==> src/rtl/pic_cmd_if.sv <==
// CPU bus pins seen by the PIC command sequencer.
interface pic_cmd_if;
    logic       cs_n;
    logic       wr_n;
    logic       rd_n;
    logic       a0;
    logic [7:0] din;

    modport master (output cs_n, output wr_n, output rd_n, output a0, output din);
    modport slave  (input  cs_n, input  wr_n, input  rd_n, input  a0, input  din);
endinterface

==> src/rtl/pic_cmd_sequencer.sv <==
// 8259A-style command sequencer: bus write capture/commit, ICW init FSM, OCW routing.
module pic_cmd_sequencer #(
    parameter int unsigned VECTOR_W = 5
) (
    input  logic                clk,
    input  logic                rst_n,
    pic_cmd_if.slave            bus,
    output logic [1:0]          icw_to_be_sent,
    output logic                init_done,
    output logic                ltim,
    output logic                sngl,
    output logic                ic4,
    output logic [VECTOR_W-1:0] vector_base,
    output logic [7:0]          icw3_reg,
    output logic                aeoi,
    output logic                upm,
    output logic [7:0]          imr,
    output logic                ocw2_valid,
    output logic [7:0]          ocw2_cmd,
    output logic                poll_pulse,
    output logic                read_isr,
    output logic                special_mask,
    output logic [1:0]          rd_sel,
    output logic                cmd_error
);

    localparam logic [2:0] S_IDLE   = 3'd0;
    localparam logic [2:0] S_W_ICW2 = 3'd1;
    localparam logic [2:0] S_W_ICW3 = 3'd2;
    localparam logic [2:0] S_W_ICW4 = 3'd3;
    localparam logic [2:0] S_READY  = 3'd4;

    logic [2:0]          state, state_nx;
    logic                wr_q, wr_sel, wr_sel_nx;
    logic                a0_q, a0_q_nx;
    logic [7:0]          din_q, din_q_nx;
    logic                commit, is_icw1;

    logic [1:0]          icw_to_be_sent_nx;
    logic                init_done_nx, ltim_nx, sngl_nx, ic4_nx;
    logic [VECTOR_W-1:0] vector_base_nx;
    logic [7:0]          icw3_reg_nx, imr_nx, ocw2_cmd_nx;
    logic                aeoi_nx, upm_nx, ocw2_valid_nx, poll_pulse_nx;
    logic                read_isr_nx, special_mask_nx, cmd_error_nx;

    // Write commits on the first edge that sees the strobe high again after a captured low phase.
    assign commit  = !wr_q && bus.wr_n && wr_sel;
    assign is_icw1 = !a0_q && din_q[4];

    // Read mux select straight from the bus pins; IMR is only readable once initialized.
    always_comb begin
        rd_sel = 2'b00;
        if (!bus.cs_n && !bus.rd_n) begin
            if (!bus.a0)
                rd_sel = 2'b01;
            else if (init_done)
                rd_sel = 2'b10;
        end
    end

    // Next-state, capture and configuration-register decode.
    always_comb begin
        state_nx        = state;
        wr_sel_nx       = wr_sel;
        a0_q_nx         = a0_q;
        din_q_nx        = din_q;
        ltim_nx         = ltim;
        sngl_nx         = sngl;
        ic4_nx          = ic4;
        vector_base_nx  = vector_base;
        icw3_reg_nx     = icw3_reg;
        aeoi_nx         = aeoi;
        upm_nx          = upm;
        imr_nx          = imr;
        ocw2_cmd_nx     = ocw2_cmd;
        read_isr_nx     = read_isr;
        special_mask_nx = special_mask;
        ocw2_valid_nx   = 1'b0;
        poll_pulse_nx   = 1'b0;
        cmd_error_nx    = 1'b0;

        if (!bus.cs_n && !bus.wr_n) begin
            wr_sel_nx = 1'b1;
            a0_q_nx   = bus.a0;
            din_q_nx  = bus.din;
        end

        if (commit) begin
            wr_sel_nx = 1'b0;
            if (is_icw1) begin
                ltim_nx         = din_q[3];
                sngl_nx         = din_q[1];
                ic4_nx          = din_q[0];
                imr_nx          = 8'h00;
                special_mask_nx = 1'b0;
                read_isr_nx     = 1'b0;
                aeoi_nx         = 1'b0;
                upm_nx          = 1'b0;
                icw3_reg_nx     = 8'h00;
                state_nx        = S_W_ICW2;
            end else begin
                case (state)
                    S_W_ICW2: begin
                        if (a0_q) begin
                            vector_base_nx = VECTOR_W'(din_q[7:3]);
                            if (!sngl)
                                state_nx = S_W_ICW3;
                            else if (ic4)
                                state_nx = S_W_ICW4;
                            else
                                state_nx = S_READY;
                        end else begin
                            cmd_error_nx = 1'b1;
                        end
                    end
                    S_W_ICW3: begin
                        if (a0_q) begin
                            icw3_reg_nx = din_q;
                            state_nx    = ic4 ? S_W_ICW4 : S_READY;
                        end else begin
                            cmd_error_nx = 1'b1;
                        end
                    end
                    S_W_ICW4: begin
                        if (a0_q && din_q[7:5] == 3'b000) begin
                            aeoi_nx  = din_q[1];
                            upm_nx   = din_q[0];
                            state_nx = S_READY;
                        end else begin
                            cmd_error_nx = 1'b1;
                        end
                    end
                    S_READY: begin
                        if (a0_q) begin
                            imr_nx = din_q;
                        end else if (!din_q[3]) begin
                            ocw2_valid_nx = 1'b1;
                            ocw2_cmd_nx   = din_q;
                        end else if (!din_q[7]) begin
                            if (din_q[1])
                                read_isr_nx = din_q[0];
                            if (din_q[6])
                                special_mask_nx = din_q[5];
                            poll_pulse_nx = din_q[2];
                        end else begin
                            cmd_error_nx = 1'b1;
                        end
                    end
                    default: cmd_error_nx = 1'b1;
                endcase
            end
        end

        icw_to_be_sent_nx = 2'b00;
        init_done_nx      = 1'b0;
        case (state_nx)
            S_W_ICW2: icw_to_be_sent_nx = 2'b01;
            S_W_ICW3: icw_to_be_sent_nx = 2'b10;
            S_W_ICW4: icw_to_be_sent_nx = 2'b11;
            S_READY:  init_done_nx      = 1'b1;
            default:  icw_to_be_sent_nx = 2'b00;
        endcase
    end

    // State, capture and output registers.
    always_ff @(posedge clk or negedge rst_n) begin
        if (!rst_n) begin
            state          <= S_IDLE;
            wr_q           <= 1'b1;
            wr_sel         <= 1'b0;
            a0_q           <= 1'b0;
            din_q          <= 8'h00;
            icw_to_be_sent <= 2'b00;
            init_done      <= 1'b0;
            ltim           <= 1'b0;
            sngl           <= 1'b0;
            ic4            <= 1'b0;
            vector_base    <= '0;
            icw3_reg       <= 8'h00;
            aeoi           <= 1'b0;
            upm            <= 1'b0;
            imr            <= 8'hff;
            ocw2_valid     <= 1'b0;
            ocw2_cmd       <= 8'h00;
            poll_pulse     <= 1'b0;
            read_isr       <= 1'b0;
            special_mask   <= 1'b0;
            cmd_error      <= 1'b0;
        end else begin
            state          <= state_nx;
            wr_q           <= bus.wr_n;
            wr_sel         <= wr_sel_nx;
            a0_q           <= a0_q_nx;
            din_q          <= din_q_nx;
            icw_to_be_sent <= icw_to_be_sent_nx;
            init_done      <= init_done_nx;
            ltim           <= ltim_nx;
            sngl           <= sngl_nx;
            ic4            <= ic4_nx;
            vector_base    <= vector_base_nx;
            icw3_reg       <= icw3_reg_nx;
            aeoi           <= aeoi_nx;
            upm            <= upm_nx;
            imr            <= imr_nx;
            ocw2_valid     <= ocw2_valid_nx;
            ocw2_cmd       <= ocw2_cmd_nx;
            poll_pulse     <= poll_pulse_nx;
            read_isr       <= read_isr_nx;
            special_mask   <= special_mask_nx;
            cmd_error      <= cmd_error_nx;
        end
    end

endmodule

==> src/flat_wrapper.sv <==
// flat-port wrapper written by rule: the top's interface ports become plain ports
module pic_cmd_sequencer_flat 
#(
    parameter int unsigned VECTOR_W = 5
)
  (clk, rst_n, icw_to_be_sent, init_done, ltim, sngl, ic4, vector_base, icw3_reg, aeoi, upm, imr, ocw2_valid, ocw2_cmd, poll_pulse, read_isr, special_mask, rd_sel, cmd_error, bus_cs_n, bus_wr_n, bus_rd_n, bus_a0, bus_din);
  pic_cmd_if bus_i ();
  input  logic clk;
  input  logic rst_n;
  output logic [1:0] icw_to_be_sent;
  output logic init_done;
  output logic ltim;
  output logic sngl;
  output logic ic4;
  output logic [VECTOR_W-1:0] vector_base;
  output logic [7:0] icw3_reg;
  output logic aeoi;
  output logic upm;
  output logic [7:0] imr;
  output logic ocw2_valid;
  output logic [7:0] ocw2_cmd;
  output logic poll_pulse;
  output logic read_isr;
  output logic special_mask;
  output logic [1:0] rd_sel;
  output logic cmd_error;
  input wire logic [$bits(bus_i.cs_n)-1:0] bus_cs_n;
  input wire logic [$bits(bus_i.wr_n)-1:0] bus_wr_n;
  input wire logic [$bits(bus_i.rd_n)-1:0] bus_rd_n;
  input wire logic [$bits(bus_i.a0)-1:0] bus_a0;
  input wire logic [$bits(bus_i.din)-1:0] bus_din;
  assign bus_i.cs_n = bus_cs_n;
  assign bus_i.wr_n = bus_wr_n;
  assign bus_i.rd_n = bus_rd_n;
  assign bus_i.a0 = bus_a0;
  assign bus_i.din = bus_din;
  pic_cmd_sequencer #(.VECTOR_W(VECTOR_W)) u_core (.clk(clk), .rst_n(rst_n), .bus(bus_i), .icw_to_be_sent(icw_to_be_sent), .init_done(init_done), .ltim(ltim), .sngl(sngl), .ic4(ic4), .vector_base(vector_base), .icw3_reg(icw3_reg), .aeoi(aeoi), .upm(upm), .imr(imr), .ocw2_valid(ocw2_valid), .ocw2_cmd(ocw2_cmd), .poll_pulse(poll_pulse), .read_isr(read_isr), .special_mask(special_mask), .rd_sel(rd_sel), .cmd_error(cmd_error));
endmodule
==> config.mk <==
export PLATFORM = sky130hd
export DESIGN_NAME = pic_cmd_sequencer_flat
export DESIGN_NICKNAME = d
export VERILOG_FILES = /design/src/rtl/pic_cmd_if.sv /design/src/rtl/pic_cmd_sequencer.sv /design/src/flat_wrapper.sv
export SDC_FILE = /design/constraint.sdc
export NUM_CORES = 1
export LEC_CHECK = 0
export CORE_MARGIN = 4
export CORE_UTILIZATION = 38
export CTS_CLUSTER_DIAMETER = 40
export DETAILED_ROUTE_END_ITERATION = 10
export PLACE_DENSITY = 0.66
export RECOVER_POWER = 50
export SKIP_CTS_REPAIR_TIMING = 1
export SLEW_MARGIN = 20
export SYNTH_ARGS = -nofsm -noshare
export SYNTH_HDL_FRONTEND = slang
export SYNTH_SLANG_ARGS = --single-unit
==> constraint.sdc <==
create_clock -name clk -period 2.1 [get_ports clk]
set_input_delay 0.525 -clock clk [delete_from_list [all_inputs] [get_ports clk]]
set_output_delay 0.525 -clock clk [all_outputs]
set_load 0.005 [all_outputs]
==> results of run 1 <==
==> cell type report <==
class | instances | area (um2)
Timing Repair Buffer | 81 | 749
Tap cell | 75 | 93.8
Clock inverter | 3 | 23.8
Multi-Input combinational cell | 144 | 927
Clock buffer | 5 | 68.8
Sequential cell | 55 | 1390
Inverter | 1 | 3.75
Fill cell | 532 | 2740
==> critical path: cells and delay by family <==
kind,cells,cell delay (ns)
buffers and inverters,2,0.75
and+or+nand+nor,1,0.21
==> synthesized netlist by cell type (2+ instances only) <==
cell      count  share of area (%)
nor4_1        3               0.80
o21ai_0      26                5.5
nor2b_1       6                1.6
buf_2         4               0.85
dfstp_2       9                 10
nor3_1        3               0.64
dfrtp_1      46                 49
mux2i_1       2               0.85
nand2b_1      3               0.80
and2_1        2               0.53
nand3_1       2               0.42
nor3b_1       2               0.64
and3_1        2               0.53
nand2_1      33                5.2
clkbuf_1      5               0.80
mux2_2       22                 10
nor2_1       11                1.7
a21oi_1       9                1.9
==> layer usage <==
layer  up-vias  wire length (um)  GRT usage [%]
met5         -                 0              0
met2        54              2550           24.1
met3        14               251           3.61
met1       871              2530           20.5
met4         0               144           6.80
li1        884                 -              -
==> logic make-up after synthesis <==
logic type | synth area share [%]
AO/OA/AOI/OAI | 11.9
multiplexers | 11.3
other | 0.159
flip-flops | 58.8
buffers and inverters | 2.12
AND/OR/NAND/NOR | 15.7
==> final timing paths <==
check / to / from / cells past startpoint
min in group clk: u_core.icw3_reg[1]$_DFFE_PN0P_ / u_core.icw3_reg[1]$_DFFE_PN0P_ / 2
worst min register to register: u_core.icw3_reg[1]$_DFFE_PN0P_ / u_core.icw3_reg[1]$_DFFE_PN0P_ / 2
worst max register to register: u_core.init_done$_DFF_PN0_ / u_core.din_q[5]$_DFFE_PN0P_ / 5
worst max-delay path: rd_sel[0] / bus_cs_n / 3
worst min-delay path: u_core.din_q[4]$_DFFE_PN0P_ / rst_n / 1
max in group asynchronous: u_core.cmd_error$_DFF_PN0_ / rst_n / 2
==> power by group <==
part / internal (uW) / leakage, uW / switching (uW)
Combinational: 747 / 0.000730 / 548
Clock: 241 / 0.0000461 / 363
Sequential: 1390 / 0.000685 / 188
Total: 2380 / 0.00146 / 1100
==> metrics by stage <==
| stage | worst slack [ns] | setup TNS, ns | utilization (%) | area (um2) | power (uW) |
|---|---|---|---|---|---|
| 6_report | 0.0902 | 0 | 54.3 | 3250 | 3480 |
| 4_1_cts | -0.179 | -0.275 | 54.6 | 3270 | 3540 |
| 5_1_grt | 0.0821 | 0 | 54.3 | 3250 | 3720 |
| 3_3_place_gp | -0.147 | -1.21 | 53.0 | 3180 | 2890 |
| 2_1_floorplan | 0.272 | 0 | - | 2360 | 2150 |
| 3_5_place_dp | -0.165 | -1.44 | 53.0 | 3180 | 2930 |
==> summary.txt, run 1 <==
Final layout
  • Non-Filler Instances: roughly 360
  • Commonest non-fill, non-tap cell in the layout: dfrtp_1
  • Layout area overhead: 37.9%
  • Commonest non-fill, non-tap cells in the layout: dfrtp_1, clkdlybuf4s50_1, nand2_1
  • N_diodes: 0
  • Fraction of layout cells with a size suffix above 1: between 20% and 30%
  • Nets: between 300 and 400

Yosys
  • Yosys cell types: 38
  • EDFF count, synth: 0
  • #FFs+latches synth: 55
  • Syn Nets: approximately 220
  • Synth Area per Inst: ~11 um2
  • Seq/Total Area, Yosys: around three fifths
  • Asr flop ratio synth: 100%
  • Post-Syn Area: between 2000 and 2500 um2
  • Post-synth top flop: dfrtp_1
  • Cell count after synthesis: 210
  • YS warnings: 0

Drt
  • DRC viols: 0
  • Via-per-instance ratio: 5.01
  • WL final: 5.48 mm
  • 1st-iter DRT viols: 80
  • Via count: around 1.8k
  • Pre-antenna DRT Iters: 4
  • Wirelength per Cell: about 15 um
  • Antenna Nets Post-Route: 0

Critical path
  • Crit path max fanout: 3
  • Crit Path Category: input pin to output pin
  • Flop2flop setup slack: roughly 0.23 ns
  • WP data required: 1.57 ns
  • Slowest stage delay, CP: slightly below 0.6 ns
  • Type of destination of the critical path: output pin
  • Crit-path cells: dlygate4sd3_1 -> nor3_2 -> dlymetal6s2s_1
  • Critical Path AT: between 1 and 1.5 ns
  • Crit path max-delay cell type: dlygate4sd3_1
  • Crit start category: input pin

Placed design
  • Routability cong.: about 0.85
  • PortBufs: 56
  • Placed insts: around 360
  • Detailed Place HPWL: a little over 4 mm

Global routing
  • Initial antenna violation count: 0
  • GRT Util Overall: between 10% and 20%
  • Largest net degree at the start of global routing: 29
  • Vias in the first global route: around 1.9k
  • First-pass GRT wire length: approximately 9.0 mm
  • Gr ovfl total: 0

Floorplan
  • Core Region: between 5000 and 6000 um2
  • Starting Density: about two fifths
  • Die Y: about 87 um
  • Row count: 28
  • Die width: about 87 um
  • Die area: roughly 7500 um2
  • Number of top-level pins: 58

Run status
  • Status: finished, final reports clean

Timing
  • Upper clock frequency limit: 498 MHz
  • Worst Hold Margin: between 0.3 and 0.4 ns
  • Final Skew: 0.00975 ns
  • Final setup viols: 0
  • Final Cycle Share: a little over nine tenths
  • Final-report hold violation count: 0
  • Slew Limit Fails: 0
  • Crit path time final: between 2 and 2.5 ns
  • Worst Tran Pin Value: about 1.0 ns
  • Unrepaired setup endpoints after global routing: no
  • Slew margin rel.: 30.4%

Power and ir drop
  • PD cells: approximately 1100 nW/um2
  • Leak: roughly 0.0015 uW
  • Max IR drop VDD: approximately 540 uV

Clocking
  • Clock Tree Root: clkbuf_8
  • CTS tree: done
  • Total CTS buffers: 5
  • H-tree depth: 2
  • Clock latency at the later pin of the worst-skew pair: 0.32 ns
  • Num Clock Sinks: 55
  • Clock transition at path regs: 0.10 ns
  • Max clock buf depth: 2

Worst hold path
  • Worst Hold Class: input pin to async pin

Flow run
  • Max Cap Violations: 0
(Power assumes the default switching activity.)
==> run 2, diff against run 1 <==
- RECOVER_POWER: 50 -> default
==> run 2 against run 1 <==
  * Register-to-register slack barely moved
  * Via count is 0.49% lower
  * Utilization grew 0.40 points
  * Power rose by 0.56%
  * Die area unchanged
  * Clock-buffer cell count did not move
  * Routed wire length up 0.24%
  * Setup slack improved by 0.059 ns
  * Critical endpoint is now rd_sel[1]
==> summary.txt, run 2 (same netlist as run 1, synthesis figures left out) <==
Run status
  • Status: finished, final reports clean

Timing
  • Upper clock frequency limit: 513 MHz (+3.0%)
  • Final Cycle Share: 92.9% (-2.8 points)
  • Final Skew: 0.00961 ns (-0.000137 ns)
  • Slew Limit Fails: 0 (unchanged)
  • Crit path time final: 1.95 ns (-0.0588 ns)
  • Worst Hold Margin: 0.149 ns (-0.212 ns)
  • Unrepaired setup endpoints after global routing: no
  • Final-report hold violation count: 0 (unchanged)
  • Final setup viols: 0 (unchanged)

Drt
  • Wirelength per Cell: 15.1 um (+0.24%)
  • WL final: 5.49 mm (+0.24%)
  • 1st-iter DRT viols: 107 (+34%)
  • Pre-antenna DRT Iters: 4 (unchanged)
  • Via count: 1,814 (-0.49%)
  • DRC viols: 0 (unchanged)
  • Antenna Nets Post-Route: 0 (unchanged)
  • Via-per-instance ratio: 4.98 (-0.49%)

Critical path
  • Crit start category: input pin
  • Flop2flop setup slack: 0.23 ns (about the same)
  • Worst r2r src: u_core.din_q[5]$_DFFE_PN0P_
  • FF-to-FF End: u_core.init_done$_DFF_PN0_
  • Critical Path AT: 1.43 ns (-0.05 ns)
  • FF-to-FF path depth: 5 (unchanged)
  • Type of destination of the critical path: output pin
  • WP data required: 1.57 ns (about the same)
  • Crit Path Category: input pin to output pin
  • Crit path max fanout: 3 (unchanged)

Final layout
  • Filler instances: 529 (-0.56%)
  • N_diodes: 0 (unchanged)
  • Commonest non-fill, non-tap cells in the layout: clkdlybuf4s50_1, dfrtp_1, nand2_1
  • Area of the multi-input gates: 927 um2 (unchanged)
  • Layout area overhead: 38.9%
  • Nets: 302 (unchanged)
  • Post-layout util: 54.7% (+0.40 points)
  • Reg area: 1390 um2 (unchanged)
  • Commonest non-fill, non-tap cell in the layout: clkdlybuf4s50_1
  • Fraction of layout cells with a size suffix above 1: 25.3% (+1.0 points)

Global routing
  • Initial antenna violation count: 0 (unchanged)
  • GRT Util Overall: 15.4% (unchanged)
  • First-pass GRT wire length: 8.98 mm (unchanged)
  • Largest net degree at the start of global routing: 29 (unchanged)
  • Vias in the first global route: 1,859 (unchanged)
  • Gr ovfl total: 0 (unchanged)

Floorplan
  • Number of top-level pins: 58 (unchanged)
  • Die width: 86.8 um (unchanged)
  • Die Y: 86.8 um (unchanged)
  • Die area: 7530 um2 (unchanged)
  • Row count: 28 (unchanged)
  • Starting Density: 39.4% (unchanged)
  • Core Region: 5990 um2 (unchanged)

Clocking
  • Clock latency at the later pin of the worst-skew pair: 0.32 ns (about the same)
  • Num Clock Sinks: 55 (unchanged)
  • Total CTS buffers: 5 (unchanged)
  • Clock Tree Root: clkbuf_8
  • Max clock buf depth: 2 (unchanged)
  • Clock transition at path regs: 0.10 ns (about the same)
  • CTS tree: done
  • H-tree depth: 2 (unchanged)

Placed design
  • PortBufs: 56 (unchanged)
  • Routability cong.: 0.853 (unchanged)
  • Detailed Place HPWL: 4.09 mm (unchanged)

Power and ir drop
  • Leak: 0.00146 uW (-0.18%)
  • Max IR drop VDD: 534 uV (-0.19%)
  • PD cells: 1070 nW/um2 (-0.17%)

Flow run
  • Max Cap Violations: 0 (unchanged)

Worst hold path
  • Worst Hold Class: input pin to async pin
-- run 2: changes by cell type in the layout (fill, tap and decap cells not counted), moves of 3 or more --
cell,delta
dlygate4sd3_1,-8
buf_4,+3
clkdlybuf4s50_1,+8
clkbuf_1,-3
-- run 2: worst max-delay path, cell delays in order --
cell and delay (ns):
clkdlybuf4s50_1 0.53, nand2_1 0.08, nor3_1 0.13, dlymetal6s2s_1 0.16
-- run 2: where the power goes --
group | internal [uW] | leakage [uW] | switching (uW)
registers | 1390 | 0.000685 | 190
logic | 764 | 0.000727 | 548
clock network | 241 | 0.0000461 | 363
total | 2400 | 0.00146 | 1100
-- run 2: final cells by class --
type                            instances  share of cell area [%]
Timing Repair Buffer                   81                    23.6
Multi-Input combinational cell        144                    28.3
Clock buffer                            5                    2.10
Inverter                                1                   0.115
Tap cell                               75                    2.86
Clock inverter                          3                   0.725
Sequential cell                        55                    42.3
-- run 2: metal layers --
metal	track usage, %	routed length [um]
met1	20.5	2560
met2	24.1	2570
met3	3.61	240
met5	0	0
met4	6.80	122
-- run 2: metrics by stage --
step / setup slack [ns] / power (uW) / area, um2 / setup TNS, ns / instances
floorplan: 0.272 / 2150 / 2360 / 0 / 210
global placement: -0.147 / 2890 / 3180 / -1.21 / 356
detailed placement: -0.165 / 2930 / 3180 / -1.44 / 356
CTS: -0.179 / 3540 / 3270 / -0.275 / 364
global route: 0.0854 / 3740 / 3280 / 0 / 364
finish: 0.149 / 3500 / 3280 / 0 / 364
-- run 2: worst max path at each step --
stage,startpoint,to,slack (ns)
5_1_grt,bus_wr_n,u_core.ocw2_cmd[1]$_DFFE_PN0P_,0.09
2_1_floorplan,u_core.state[1]$_DFF_PN0_,u_core.ocw2_cmd[0]$_DFFE_PN0P_,0.27
4_1_cts,bus_a0,rd_sel[1],-0.18
3_3_place_gp,bus_wr_n,u_core.ocw2_cmd[6]$_DFFE_PN0P_,-0.15
3_5_place_dp,bus_a0,rd_sel[1],-0.16
6_report,bus_a0,rd_sel[1],0.15
